==> config.mk <==
export PLATFORM = sky130hd
export DESIGN_NAME = sort_rx
export DESIGN_NICKNAME = d
export VERILOG_FILES = /design/src/rtl/sort_pkg.sv /design/src/rtl/sort_rx.sv
export SDC_FILE = /design/constraint.sdc
export NUM_CORES = 1
export LEC_CHECK = 0
export BUFFER_PORTS_ARGS = -buffer_cell sky130_fd_sc_hd__buf_4
export CAP_MARGIN = 20
export CELL_PAD_IN_SITES_DETAIL_PLACEMENT = 1
export CELL_PAD_IN_SITES_GLOBAL_PLACEMENT = 1
export CORE_MARGIN = 2
export CORE_UTILIZATION = 46
export DETAILED_ROUTE_END_ITERATION = 10
export GPL_ROUTABILITY_DRIVEN = 0
export GPL_TIMING_DRIVEN = 0
export PLACE_DENSITY_LB_ADDON = 0.3
export SYNTH_ARGS = -nofsm -noshare
export SYNTH_HDL_FRONTEND = slang
export SYNTH_SLANG_ARGS = --single-unit
==> constraint.sdc <==
create_clock -name clk -period 4.5 [get_ports clk]
set_input_delay 1.125 -clock clk [delete_from_list [all_inputs] [get_ports clk]]
set_output_delay 1.125 -clock clk [all_outputs]
set_load 0.05 [all_outputs]
==> src/rtl/sort_pkg.sv <==
// Shared sort package: default data/address widths and the receiver state type.
package sort_pkg;

  localparam int WIDTH   = 8;
  localparam int ADDRESS = 4;

  // The receiver needs its own state type, separate from the sorter's states.
  typedef enum logic [1:0] {
    RX_IDLE,
    RX_RECV,
    RX_REPORT
  } rx_state_t;

endpackage

==> src/rtl/sort_rx.sv <==
// sort_rx: stream sink for the sorter output. It consumes one frame at a time,
// checks that the frame is monotonic in the direction chosen by desc, counts
// the beats (saturating at 2**ADDRESS) and publishes a one-cycle report.
module sort_rx #(
  parameter int WIDTH   = sort_pkg::WIDTH,
  parameter int ADDRESS = sort_pkg::ADDRESS
) (
  input  logic               clk,
  input  logic               reset,
  input  logic [WIDTH-1:0]   idata,
  input  logic               ivalid,
  input  logic               ilast,
  output logic               iready,
  input  logic               sink_en,
  input  logic               desc,
  output logic               frame_done,
  output logic [ADDRESS:0]   frame_len,
  output logic               order_err,
  output logic [ADDRESS:0]   err_index,
  output logic               overflow_err,
  output logic [WIDTH-1:0]   first_data,
  output logic [WIDTH-1:0]   last_data,
  output logic [15:0]        frame_cnt
);

  import sort_pkg::*;

  localparam int CW = ADDRESS + 1;
  localparam logic [CW-1:0] CAP = {1'b1, {ADDRESS{1'b0}}};

  rx_state_t        state, state_nx;
  logic             accept;
  logic             viol;

  // Working registers for the frame being received.
  logic [CW-1:0]    cnt, cnt_nx;
  logic [CW-1:0]    w_idx, w_idx_nx;
  logic             w_err, w_err_nx;
  logic             w_ovf, w_ovf_nx;
  logic             w_desc, w_desc_nx;
  logic [WIDTH-1:0] w_first, w_first_nx;
  logic [WIDTH-1:0] prev;

  // Ready depends only on state and sink_en, so the sorter never sees a
  // combinational path from its own valid back into ready.
  assign iready = sink_en & (state != RX_REPORT);
  assign accept = ivalid & iready;

  // State register.
  // NOTE: sequential state uses non-blocking assignments so every flop samples
  // the pre-edge values regardless of block evaluation order.
  always_ff @(posedge clk or negedge reset) begin
    if (!reset) state <= RX_IDLE;
    else        state <= state_nx;
  end

  // Next-state decode and report strobe.
  // NOTE: every output of a combinational block gets a default first, so no
  // path through the case leaves a value unassigned and no latch is inferred.
  always_comb begin
    state_nx   = state;
    frame_done = 1'b0;
    unique case (state)
      RX_IDLE:   if (accept) state_nx = ilast ? RX_REPORT : RX_RECV;
      RX_RECV:   if (accept && ilast) state_nx = RX_REPORT;
      RX_REPORT: begin
        frame_done = 1'b1;
        state_nx   = RX_IDLE;
      end
      default:   state_nx = RX_IDLE;
    endcase
  end

  // Working-register update for one accepted beat: first beat restarts the
  // frame, later beats check ordering and advance the saturating count.
  always_comb begin
    viol       = w_desc ? (idata > prev) : (idata < prev);
    cnt_nx     = cnt;
    w_idx_nx   = w_idx;
    w_err_nx   = w_err;
    w_ovf_nx   = w_ovf;
    w_desc_nx  = w_desc;
    w_first_nx = w_first;
    if (accept) begin
      if (state == RX_IDLE) begin
        cnt_nx     = CW'(1);
        w_idx_nx   = '0;
        w_err_nx   = 1'b0;
        w_ovf_nx   = 1'b0;
        w_desc_nx  = desc;
        w_first_nx = idata;
      end else begin
        // cnt equals the 0-based index of this beat until it saturates.
        if (viol && !w_err) begin
          w_err_nx = 1'b1;
          w_idx_nx = cnt;
        end
        if (cnt == CAP) w_ovf_nx = 1'b1;
        else            cnt_nx   = cnt + CW'(1);
      end
    end
  end

  // Working registers advance only on accepted beats.
  always_ff @(posedge clk or negedge reset) begin
    if (!reset) begin
      cnt     <= '0;
      w_idx   <= '0;
      w_err   <= 1'b0;
      w_ovf   <= 1'b0;
      w_desc  <= 1'b0;
      w_first <= '0;
      prev    <= '0;
    end else if (accept) begin
      cnt     <= cnt_nx;
      w_idx   <= w_idx_nx;
      w_err   <= w_err_nx;
      w_ovf   <= w_ovf_nx;
      w_desc  <= w_desc_nx;
      w_first <= w_first_nx;
      prev    <= idata;
    end
  end

  // Report registers load together as the last beat is taken (entry to REPORT).
  always_ff @(posedge clk or negedge reset) begin
    if (!reset) begin
      frame_len    <= '0;
      order_err    <= 1'b0;
      err_index    <= '0;
      overflow_err <= 1'b0;
      first_data   <= '0;
      last_data    <= '0;
    end else if (accept && ilast) begin
      frame_len    <= cnt_nx;
      order_err    <= w_err_nx;
      err_index    <= w_idx_nx;
      overflow_err <= w_ovf_nx;
      first_data   <= w_first_nx;
      last_data    <= idata;
    end
  end

  // Completed-frame counter, bumped in the REPORT cycle; wraps naturally.
  always_ff @(posedge clk or negedge reset) begin
    if (!reset)                  frame_cnt <= '0;
    else if (state == RX_REPORT) frame_cnt <= frame_cnt + 16'd1;
  end

endmodule

======== Yosys cells after proc, flatten, opt, wreduce, memory -nomap -nowiden ========
Index checks and enable logic that the tools add are counted.
W data, S select, Z words.
operators by class
  bitwise operators ....................... 2
  muxes and demuxes ....................... 20
  magnitude comparators ................... 2
  $add $sub $neg .......................... 2
  equality and inequality tests ........... 6
  reduce and logical (&&, ||, !) cells .... 6
operators with widths
  operator                 count
  $mux W5                  6
  $add A16 B1 Y16 const B  1
  $mux W8                  2
  $gt A8 B8 Y1             1
  $lt A8 B8 Y1             1
  $mux W1                  8
  $mux W2                  3
  $ne A2 B2 Y1 const B     3
  $add A5 B1 Y5 const B    1
  $eq A5 B5 Y1 const B     1
  $pmux W2 S2              1
  $reduce_and A2 Y1        2
  $and A1 B1 Y1            2
  $eq A2 B1 Y1 const B     1
  $eq A2 B2 Y1 const B     1
  $logic_and A1 B1 Y1      2
  $logic_not A2 Y1         1
  $logic_not A1 Y1         1
word-level totals
  output and inout bits ................... 46
  input bits .............................. 14
  word-level logic and storage cells ...... 53
  bits in registers ....................... 75

======== Longest topological paths before layout ========
Gate-level depths: netlist of the first run.
  depth in word-level cells ............... 6
  depth in mapped cells ................... 8
  gate-level depth less buffers ........... 8

======== Worst setup path after synthesis of the first run ========
OpenSTA, ideal clock, no wires.
  path type ............................... input -> output
  start point ............................. input sink_en
  end point ............................... output iready
  setup slack ............................. 1.543 ns
  cell stages on the path ................. 1
  buffers on the path ..................... 0
  arrival ................................. 1.832 ns
  data required time ...................... 3.375 ns
  cell sequence ........................... nor2b_1
between the ends
  longest elaborated chain between the ends .. 1
ends and longest elaborated chain
  what                line           source
  start: declaration  sort_rx.sv:14  input logic sink_en,
  $and A1 B1 Y1       sort_rx.sv:46  assign iready = sink_en & (state != RX_REPORT);
  end: declaration    sort_rx.sv:13  output logic iready,
No other way between the ends.

======== Worst setup path in the final report of the first run ========
  start point ............................. input idata[7]
  end point ............................... register w_idx[3]
between the ends
  longest elaborated chain between the ends .. 6
  elaborated cells on any way between the ends .. 7
  classes of those cells .................. order compare (2); mux (4); reduce/logical (1)
ends and longest elaborated chain
  what                                                 line            source
  start: declaration                                   sort_rx.sv:10   input logic [WIDTH-1:0] idata,
  $lt A8 B8 Y1 / $gt A8 B8 Y1 (equally long branches)  sort_rx.sv:77   viol = w_desc ? (idata > prev) : (idata < prev);
  $mux W1 *                                            sort_rx.sv:77
  $logic_and A1 B1 Y1 *                                sort_rx.sv:94   if (viol && !w_err) begin
  $mux W5 *                                            sort_rx.sv:94
  $mux W5 *                                            sort_rx.sv:85   if (state == RX_IDLE) begin
  $mux W5 *                                            sort_rx.sv:84   if (accept) begin
  end signal: assignment                               sort_rx.sv:116  w_idx <= w_idx_nx;
  end: declaration                                     sort_rx.sv:37   logic [CW-1:0] w_idx, w_idx_nx;
Every way passes the cells marked *; elsewhere a longest branch is shown, timed or not.
A chain may end at the register's enable or synchronous reset.

==> impl_metrics.toml, run 1 <==
[global_routing]
gr-total-overflow = 0
grt_max_degree = 76
grt_pass1_vias = 2966
grtUsageTotal = 0.236
grt_pass1_wl_um = 15200
grt_antenna_before_repair = 0

[sta]
final.setup.tns_ps = 0
report.final.slew_viol_count = 0
rsz0062_at_grt = "no"
setup_viol = 0
period_share = 0.617
finalCriticalPeriod_ps = 2780
hold_viol_final = 0
fin_worst_skew_ps = 10.9
fmax_ghz = 0.360
holdWs_ps = 480
max_slew.worst_pin.slew_ps = 931
slew_headroom = 0.379

[flow_run]
timing.max_cap.violations = 0

[setup_path]
required_ps = 4730
reg2reg_depth = 8
rrSetupSlack_ps = 2210
timing.rr.end = "w_idx[3]$_DFFE_PN0P_"
slowest_stage = "or3b_1"
crit_family = "simple AND/OR/NAND/NOR gates"
max_stage_delay_ps = 410
cp_data_arrival_time_ps = 3000
cp-endpoint = "w_idx[3]$_DFFE_PN0P_"
path_class = "input port to register"
crit_cells = 8
critPathLaunch = "idata[7]"
crit_path_start_kind = "input port"
crit_chain = "buf_4, ha_1, nand4_1, or3b_1, a21o_1, o211ai_2, nand2_4, a221o_1"
reg2reg_from = "prev[4]$_DFFE_PN0P_"
crit_fanout = 7
path_buf_inv = 1
critPathCaptureType = "register"

[layout]
finalNetCount = 430
syn_to_final_growth_pct = 22.1
layout-drive-gt1-share = 0.247
antenna_cells = 0
fillers = 839
final_cell_area_sq_um = 4190

[synth]
ys_warn_count = 0
syn_inst = 335
ys_seq_area_frac = 0.546
ys.flop_type = "dfrtp_1"
ys_types = 39
synth-compound-area-share = 0.0841
synth_area_sq_um = 3440
synth_xor_area_frac = 0.0433
synth_edf_count = 0
synth-adder-area-share = 0.0401
synth.area.mux_share = 0.0437
avgSynthCellArea_sq_um = 10.3
synthSimpleGateAreaFrac = 0.202
async_flop_share = 1.00
ys_seq_elements = 75
synth_top_family_by_area = "simple AND/OR/NAND/NOR gates"
syn_nets = 360

[power_and_ir_drop]
powerDensity_nw_per_um2 = 486
ir_drop_v = 0.000322
p_leak_nw = 2.12

[clocking]
cts_inserted_buffers = 9
clkSinkCount = 75
path_clk_slew_ps = 80
clkLatencyLatePin_ps = 350
clockRootBuffer = "clkbuf_8"
cts_resized = 0
hold_buffers = 0
cts_tree = "done"
htree_num_levels = 3
clk_path_buf_depth = 2
cts_setup_buffers = 0

[detailed_routing]
viasPerCell = 5.36
drc = 0
drtPass1Iterations = 4
finalWirelength_um = 8980
final_antenna_net_count = 0
wl_per_cell_um = 17.7
drtIter0Drc = 148
via_count = 2723

[floorplanning]
ioPinCount = 60
rows = 31
die_y_um = 90.4
fp.dieW_um = 90.4
die_area_sq_um = 8180
initial_core_util = 0.474
core_sq_um = 7250

[run_status]
status = "finished, final reports clean"

[placed_design]
dp_hpwl_um = 6040
portBuffers = 59
dpl_cell_area_sq_um = 4000

[min_path]
hold_class = "register to register"
layout by cell type (no fill, tap or decap), types with 2 or more instances in the layout:
| master | Yosys | final |
|---|---|---|
| clkinv_2 | 0 | 3 |
| a21oi_1 | 6 | 6 |
| inv_1 | 14 | 14 |
| buf_4 | 1 | 60 |
| dfrtp_1 | 75 | 75 |
| o21ai_0 | 18 | 18 |
| mux2_1 | 2 | 2 |
| ha_1 | 11 | 11 |
| nor2b_1 | 3 | 3 |
| nand2_1 | 82 | 82 |
| nor3_1 | 5 | 5 |
| a21o_1 | 3 | 3 |
| xor2_1 | 7 | 7 |
| mux2_4 | 4 | 4 |
| buf_2 | 6 | 6 |
| a221o_1 | 5 | 5 |
| o211ai_1 | 7 | 7 |
| xnor2_1 | 10 | 10 |
| clkbuf_8 | 0 | 10 |
| buf_6 | 3 | 3 |
| clkbuf_1 | 4 | 4 |
| mux2_2 | 6 | 6 |
| nor2_1 | 12 | 12 |
| and2_1 | 9 | 9 |
| nor4_1 | 2 | 2 |
| nand4_1 | 7 | 7 |
| and3_1 | 6 | 6 |
| nand3_1 | 14 | 14 |
registers in the layout, summed over array words and instances (netlist names), 8 cells and up:
name,cells
first_data,8
w_first,8
prev,8
frame_cnt,16
last_data,8
metrics by stage:
stage	setup WS, ps	std cells	total power (W)	utilization
2_1_floorplan	1540	335	0.00131	-
3_3_place_gp	1470	493	0.00150	0.552
3_5_place_dp	1450	493	0.00153	0.552
4_1_cts	1740	508	0.00205	0.578
5_1_grt	1660	508	0.00214	0.578
6_report	1720	508	0.00204	0.578
area by class of cell:
cell class	instances	area, sq um	area share
Clock inverter	5	53.8	0.0128
Inverter	14	52.6	0.0125
Sequential cell	75	1880	0.447
Clock buffer	10	138	0.0328
Timing Repair Buffer	59	443	0.106
Multi-Input combinational cell	232	1420	0.339
Buffer	14	86.3	0.0206
Tap cell	99	124	0.0295
where the power goes:
part | internal, W | total [W] | switching, W
Sequential | 0.000787 | 0.000871 | 0.0000842
Combinational | 0.000208 | 0.000650 | 0.000442
Clock | 0.000266 | 0.000516 | 0.000249
Total | 0.00126 | 0.00204 | 0.000775
how the worst min path moves through the flow:
stage          depth (start not counted)                      start                        end  slack, ps
3_3_place_gp                           2   last_data[3]$_DFFE_PN0P_   last_data[3]$_DFFE_PN0P_        460
2_1_floorplan                          2        prev[0]$_DFFE_PN0P_        prev[0]$_DFFE_PN0P_        450
3_5_place_dp                           2   frame_len[4]$_DFFE_PN0P_   frame_len[4]$_DFFE_PN0P_        470
6_report                               2   last_data[1]$_DFFE_PN0P_   last_data[1]$_DFFE_PN0P_        480
4_1_cts                                2   frame_len[4]$_DFFE_PN0P_   frame_len[4]$_DFFE_PN0P_        490
5_1_grt                                2  first_data[2]$_DFFE_PN0P_  first_data[2]$_DFFE_PN0P_        520
synth_stat cells (all sizes together), types with 3 or more instances:
cell type,instances,area share
buf,10,0.021
dfrtp,75,0.55
a221o,5,0.015
o21ai,18,0.026
nand2,83,0.093
a21oi,6,0.0087
o211ai,8,0.019
inv,14,0.015
nor3,6,0.010
mux2,12,0.044
and2,9,0.016
xor2,7,0.018
a21o,3,0.0066
nand4,7,0.013
nor4,3,0.0073
nor2,13,0.016
xnor2,10,0.025
and3,6,0.011
clkbuf,4,0.0044
nor2b,3,0.0055
ha,11,0.040
nand3,14,0.020
worst register-to-register path, stage by stage (launching register included):
cell and delay [ps]:
dfrtp_1 380, inv_1 90, ha_1 280, nand4_1 190, or3b_1 410, a21o_1 200, o211ai_2 180, nand2_4 120
a221o_1 340
logic make-up (layout without fill, tap and decap cells):
logic type               count (synthesis)  count (layout)
XOR/XNOR                                17              17
buffers and inverters                   28             102
AO/OA/AOI/OAI                           44              44
flip-flops                              75              75
multiplexers                            12              12
adder cells (fa/ha/maj)                 11              11
AND/OR/NAND/NOR                        148             148
layer usage:
layer,up-vias,global-route usage,share of wire
met2,64,0.408,0.51
li1,1273,-,-
met5,-,0,0
met4,0,0.0705,0.014
met3,11,0.0526,0.042
met1,1375,0.297,0.44
Note: power is estimated with default switching activity, not from simulation.
==> run 2: changes to the inputs <==
--- a/config.mk
+++ b/config.mk
@@ -10,7 +10,7 @@
 export CELL_PAD_IN_SITES_DETAIL_PLACEMENT = 1
 export CELL_PAD_IN_SITES_GLOBAL_PLACEMENT = 1
 export CORE_MARGIN = 2
-export CORE_UTILIZATION = 46
+export CORE_UTILIZATION = 43
 export DETAILED_ROUTE_END_ITERATION = 10
 export GPL_ROUTABILITY_DRIVEN = 0
 export GPL_TIMING_DRIVEN = 0
==> constraint.sdc (replaced) <==
create_clock -name clk -period 2.6 [get_ports clk]
set_input_delay 0.65 -clock clk [delete_from_list [all_inputs] [get_ports clk]]
set_output_delay 0.65 -clock clk [all_outputs]
set_load 0.05 [all_outputs]
==> run 2 against run 1 <==
Effect of this change:
- core utilization down 3.5 points
- via count shrank 3.1%
- critical endpoint is now w_idx[4]$_DFFE_PN0P_
- setup slack worse by 1400 ps
- hold slack worse by 54 ps
- register-to-register slack got worse by 1800 ps
- non-clock buffer count is the same
- clock skew decreased by 1.3 ps
- total power grew 70%
- cell count is 0.79% higher
- cell area about the same
- clock power up 66%
- flip-flop and latch count did not move
==> impl_metrics.toml, run 2 (synthesized netlist as in run 1, its figures left out) <==
[run_status]
status = "finished, final reports clean"

[layout]
layout-drive-gt1-share = 0.249
layoutNonFillerInstCount = 512
largest_register_ffs = 16
most-common-layout-cells = "nand2_1, dfrtp_1, buf_4"
antenna_cells = 0
syn_to_final_growth_pct = 22.1
final_cell_area_sq_um = 4200
finalNetCount = 430
regMostFlops = "frame_cnt"
layout_commonest_cell = "nand2_1"

[sta]
setup_viol = 0
max_slew.worst_pin.slew_ps = 930
period_share = 0.868
slew_headroom = 0.380
setup_slack_ps = 343
fin_worst_skew_ps = 9.63
hold_viol_final = 0
rsz0062_at_grt = "no"
finalCriticalPeriod_ps = 2260
fmax_ghz = 0.443
report.final.slew_viol_count = 0

[setup_path]
critPathCaptureType = "register"
reg2reg_from = "prev[7]$_DFFE_PN0P_"
path_class = "input port to register"
critPathLaunch = "idata[7]"
crit_path_start_kind = "input port"
cp_data_arrival_time_ps = 2490
required_ps = 2840
timing.rr.end = "w_idx[4]$_DFFE_PN0P_"
reg2reg_depth = 8
rrSetupSlack_ps = 390
crit_fanout = 7
cp-endpoint = "w_idx[4]$_DFFE_PN0P_"

[clocking]
clkLatencyLatePin_ps = 350
cts_inserted_buffers = 9
clk_path_buf_depth = 2
htree_num_levels = 3
path_clk_slew_ps = 80
clockRootBuffer = "clkbuf_8"
cts_setup_buffers = 0
hold_buffers = 0
cts_resized = 0
cts_tree = "done"
clkSinkCount = 75

[global_routing]
grt_antenna_before_repair = 0
grt_pass1_wl_um = 13900
grt_max_degree = 76
grt_pass1_vias = 2746
grtUsageTotal = 0.206
gr-total-overflow = 0

[detailed_routing]
viasPerCell = 5.15
finalWirelength_um = 8330
drtPass1Iterations = 4
final_antenna_net_count = 0
drtIter0Drc = 104
via_count = 2638
drc = 0
wl_per_cell_um = 16.3

[floorplanning]
core_sq_um = 7730
die_y_um = 93.4
fp.dieW_um = 93.4
rows = 32
ioPinCount = 60
die_area_sq_um = 8720
initial_core_util = 0.445

[placed_design]
dpl_cell_area_sq_um = 4010
place_inst = 496
portBuffers = 59
dp_hpwl_um = 5870
post-place-ws_ps = -3.72

[power_and_ir_drop]
p_leak_nw = 2.11
ir_drop_v = 0.000399
powerDensity_nw_per_um2 = 826

[flow_run]
timing.max_cap.violations = 0

[min_path]
hold_class = "input port to async pin"
==> run 2: changes by cell type in the layout (fill, tap and decap cells not counted) <==
cell / before / now
clkinv_2: 3 / 1
clkinvlp_4: 0 / 2
bufinv_16: 1 / 0
clkbuf_8: 10 / 11
clkinv_4: 1 / 2
==> run 2: metal layers <==
layer	vias up	GRT usage	routed length [um]
met1	1322	0.287	3980
met5	-	0	0
met3	10	0.0411	231
li1	1268	-	-
met4	0	0.0662	138
met2	38	0.324	3980
==> run 2: per-stage QoR <==
| step | hold WS, ps | total power [W] | TNS (ps) | utilization |
|---|---|---|---|---|
| 2_1_floorplan | 354 | 0.00226 | 0 | - |
| 3_3_place_gp | 459 | 0.00259 | 0 | 0.518 |
| 3_5_place_dp | 469 | 0.00264 | -4.72 | 0.518 |
| 4_1_cts | 477 | 0.00350 | 0 | 0.543 |
| 5_1_grt | 513 | 0.00366 | 0 | 0.543 |
| 6_report | 425 | 0.00347 | 0 | 0.543 |
==> run 2: final cells by class <==
class	instances	area (sq um)
Fill cell	889	3530
Sequential cell	75	1880
Multi-Input combinational cell	232	1420
Timing Repair Buffer	59	443
Clock buffer	11	151
Tap cell	102	128
Buffer	14	86.3
Inverter	14	52.6
Clock inverter	5	37.5
==> run 2: worst min path at each step <==
stage                                    startpoint                   endpoint  slack, ps  cells after the start
after global placement     last_data[4]$_DFFE_PN0P_   last_data[4]$_DFFE_PN0P_        460                      2
after global routing                          reset   last_data[2]$_DFFE_PN0P_        510                      1
after floorplan                               reset         cnt[0]$_DFFE_PN0P_        350                      0
after detailed placement  first_data[5]$_DFFE_PN0P_  first_data[5]$_DFFE_PN0P_        470                      2
final                                         reset   last_data[1]$_DFFE_PN0P_        430                      1
after CTS                                     reset   frame_len[2]$_DFFE_PN0P_        480                      1
==> run 2: critical path: stages <==
cell	delay (ps)
buf_4	120
ha_1	310
nand4_1	190
or3b_1	400
a21o_1	180
o211ai_2	170
nand2_4	120
a221o_1	340
==> run 2: where the power goes <==
| part | internal (W) | total (W) | switching [W] |
|---|---|---|---|
| Sequential | 0.00136 | 0.00150 | 0.000135 |
| Clock | 0.000400 | 0.000857 | 0.000457 |
| Combinational | 0.000360 | 0.00111 | 0.000753 |
==> run 3: changes to the inputs <==
--- a/config.mk
+++ b/config.mk
@@ -5,12 +5,13 @@
 export SDC_FILE = /design/constraint.sdc
 export NUM_CORES = 1
 export LEC_CHECK = 0
+export ABC_AREA = 1
 export BUFFER_PORTS_ARGS = -buffer_cell sky130_fd_sc_hd__buf_4
 export CAP_MARGIN = 20
 export CELL_PAD_IN_SITES_DETAIL_PLACEMENT = 1
 export CELL_PAD_IN_SITES_GLOBAL_PLACEMENT = 1
 export CORE_MARGIN = 2
-export CORE_UTILIZATION = 43
+export CORE_UTILIZATION = 42
 export DETAILED_ROUTE_END_ITERATION = 10
 export GPL_ROUTABILITY_DRIVEN = 0
 export GPL_TIMING_DRIVEN = 0
==> run 3 against run 2 <==
Effect of this change:
- setup slack better by 300 ps
- clock power is 26% higher
- non-clock buffer count down 4
- cell area shrank 0.39%
- flip-flop and latch count is the same
- total power grew 11%
- routed wire length down 2.8%
- clock skew fell by 6.1 ps
- sequential power rose by 3%
- via count grew 0.61%
- core utilization is 0.21 points lower
- critical path type unchanged
- largest power group unchanged
- highest routed layer unchanged
==> impl_metrics.toml, run 3 <==
[synth]
ys_seq_area_frac = 0.557
synth_common_cells = "nand2_1, dfrtp_1, inv_1"
ys_types = 28
async_flop_share = 1.00
ys_warn_count = 0
synth_area_leader_cell = "dfrtp_1"
ys.flop_type = "dfrtp_1"
syn_nets = 388
ys_top_cells_by_area = "dfrtp_1, nand2_1, inv_1, ha_1, o21ai_0"
avgSynthCellArea_sq_um = 9.28
synth_top_cell_area_share = 0.557
synth_most_common_cell = "nand2_1"
synth_edf_count = 0
ys_seq_elements = 75
syn_inst = 363
synth_area_sq_um = 3370

[layout]
fin_util = 0.541
layoutNonFillerInstCount = 540
layout_commonest_cell = "nand2_1"
antenna_cells = 0
largest_register_ffs = 16
regMostFlops = "frame_cnt"
syn_to_final_growth_pct = 24.1
layout-drive-gt1-share = 0.237
finalNetCount = 458
most-common-layout-cells = "nand2_1, dfrtp_1, buf_4"
final_cell_area_sq_um = 4180

[detailed_routing]
finalWirelength_um = 8100
viasPerCell = 4.91
final_antenna_net_count = 0
wl_per_cell_um = 15.0
drtIter0Drc = 57
drc = 0
via_count = 2654
drtPass1Iterations = 4

[placed_design]
portBuffers = 59
dpl_cell_area_sq_um = 3940
dp_hpwl_um = 5770
place_inst = 524

[clocking]
htree_num_levels = 3
cts_resized = 0
clockRootBuffer = "clkbuf_8"
cts_inserted_buffers = 9
clkSinkCount = 75
clk_path_buf_depth = 2
cts_setup_buffers = 0
hold_buffers = 0
path_clk_slew_ps = 80
cts_tree = "done"
clkLatencyLatePin_ps = 350

[floorplanning]
fp.dieW_um = 93.5
ioPinCount = 60
die_area_sq_um = 8750
rows = 32
core_sq_um = 7730
die_y_um = 93.5
initial_core_util = 0.436

[global_routing]
grt_pass1_vias = 2761
grtUsageTotal = 0.203
gr-total-overflow = 0
grt_antenna_before_repair = 0
grt_max_degree = 76
grt_pass1_wl_um = 13400

[setup_path]
slowest_stage = "ha_1"
critPathCaptureType = "register"
path_class = "input port to register"
crit_path_start_kind = "input port"
required_ps = 2830
max_stage_delay_ps = 300
crit_fanout = 7
cp_data_arrival_time_ps = 2200
cp_common_cell = "nand2_1"
crit_chain = "buf_4, ha_1, a21oi_1, nor2_1, nor2_1, nand2_1, nand2_1, nand2_1, nand2_1, nand2_1, nand3_1, o21ai_0"

[sta]
report.final.slew_viol_count = 0
final.setup.tns_ps = 0
setup_viol = 0
slew_headroom = 0.379
fin_worst_skew_ps = 3.55
period_share = 0.755
max_slew.worst_pin.slew_ps = 931
hold_viol_final = 0
finalCriticalPeriod_ps = 1960
fmax_ghz = 0.510
rsz0062_at_grt = "no"

[flow_run]
timing.max_cap.violations = 0

[min_path]
hold_class = "input port to async pin"

[power_and_ir_drop]
power_w = 0.00385
ir_drop_v = 0.000547
powerDensity_nw_per_um2 = 921
p_leak_nw = 2.26

[run_status]
status = "finished, final reports clean"
## run 3: cell families after synthesis
logic type,Yosys count,synth area share
compound gates,46,0.0699
xor+xnor,18,0.0491
fa+ha+maj,11,0.0409
buf+inv,54,0.0654
flops,75,0.557
simple gates,159,0.217
## run 3: stage by stage
stage               hold WS [ps]  setup slack, ps
global placement             464              373
CTS                          470              624
finish                       432              638
detailed placement           466              313
global route                 494              489
floorplan                    354              678
## run 3: cell type report
| cell class | count | area (sq um) |
|---|---|---|
| timing repair buffer | 59 | 443 |
| clock buffer | 10 | 128 |
| sequential | 75 | 1880 |
| multi-input combinational | 234 | 1270 |
| tap | 102 | 128 |
| clock inverter | 6 | 114 |
| fill | 911 | 3550 |
| buffer | 10 | 55.1 |
| inverter | 44 | 165 |
## run 3: critical path: cells and delay by family
kind                     cells  cell delay (ps)
AND/OR/NAND/NOR              8              870
adder cells (fa/ha/maj)      1              300
buffers and inverters        1              120
AO/OA/AOI/OAI                2              230
## run 3: final timing paths
check                                     startpoint                         to  slack [ps]  cells after the start
min reg2reg                frame_cnt[15]$_DFFE_PN0P_  frame_cnt[15]$_DFFE_PN0P_         480                      1
max reg2reg                      prev[3]$_DFFE_PN0P_       w_idx[2]$_DFFE_PN0P_         680                     12
max                                         idata[5]       w_idx[2]$_DFFE_PN0P_         640                     12
min in group clk           frame_cnt[15]$_DFFE_PN0P_  frame_cnt[15]$_DFFE_PN0P_         480                      1
min                                            reset  first_data[2]$_DFFE_PN0P_         430                      1
max in group asynchronous                      reset   frame_len[0]$_DFFE_PN0P_        1570                      1
## run 3: per-layer routing
metal  global-route usage  vias up  wire, um
li1                     -     1277         -
met1                0.262     1325      3720
met2                0.336       41      3950
met3               0.0371       11       274
met4               0.0833        0       144
met5                    0        -         0
## run 3: where the power goes
part           switching (W)  leakage, nW  internal, W  total (W)
combinational       0.000866         1.17     0.000356    0.00122
sequential          0.000145        0.978      0.00140    0.00155
clock               0.000444        0.113     0.000639    0.00108
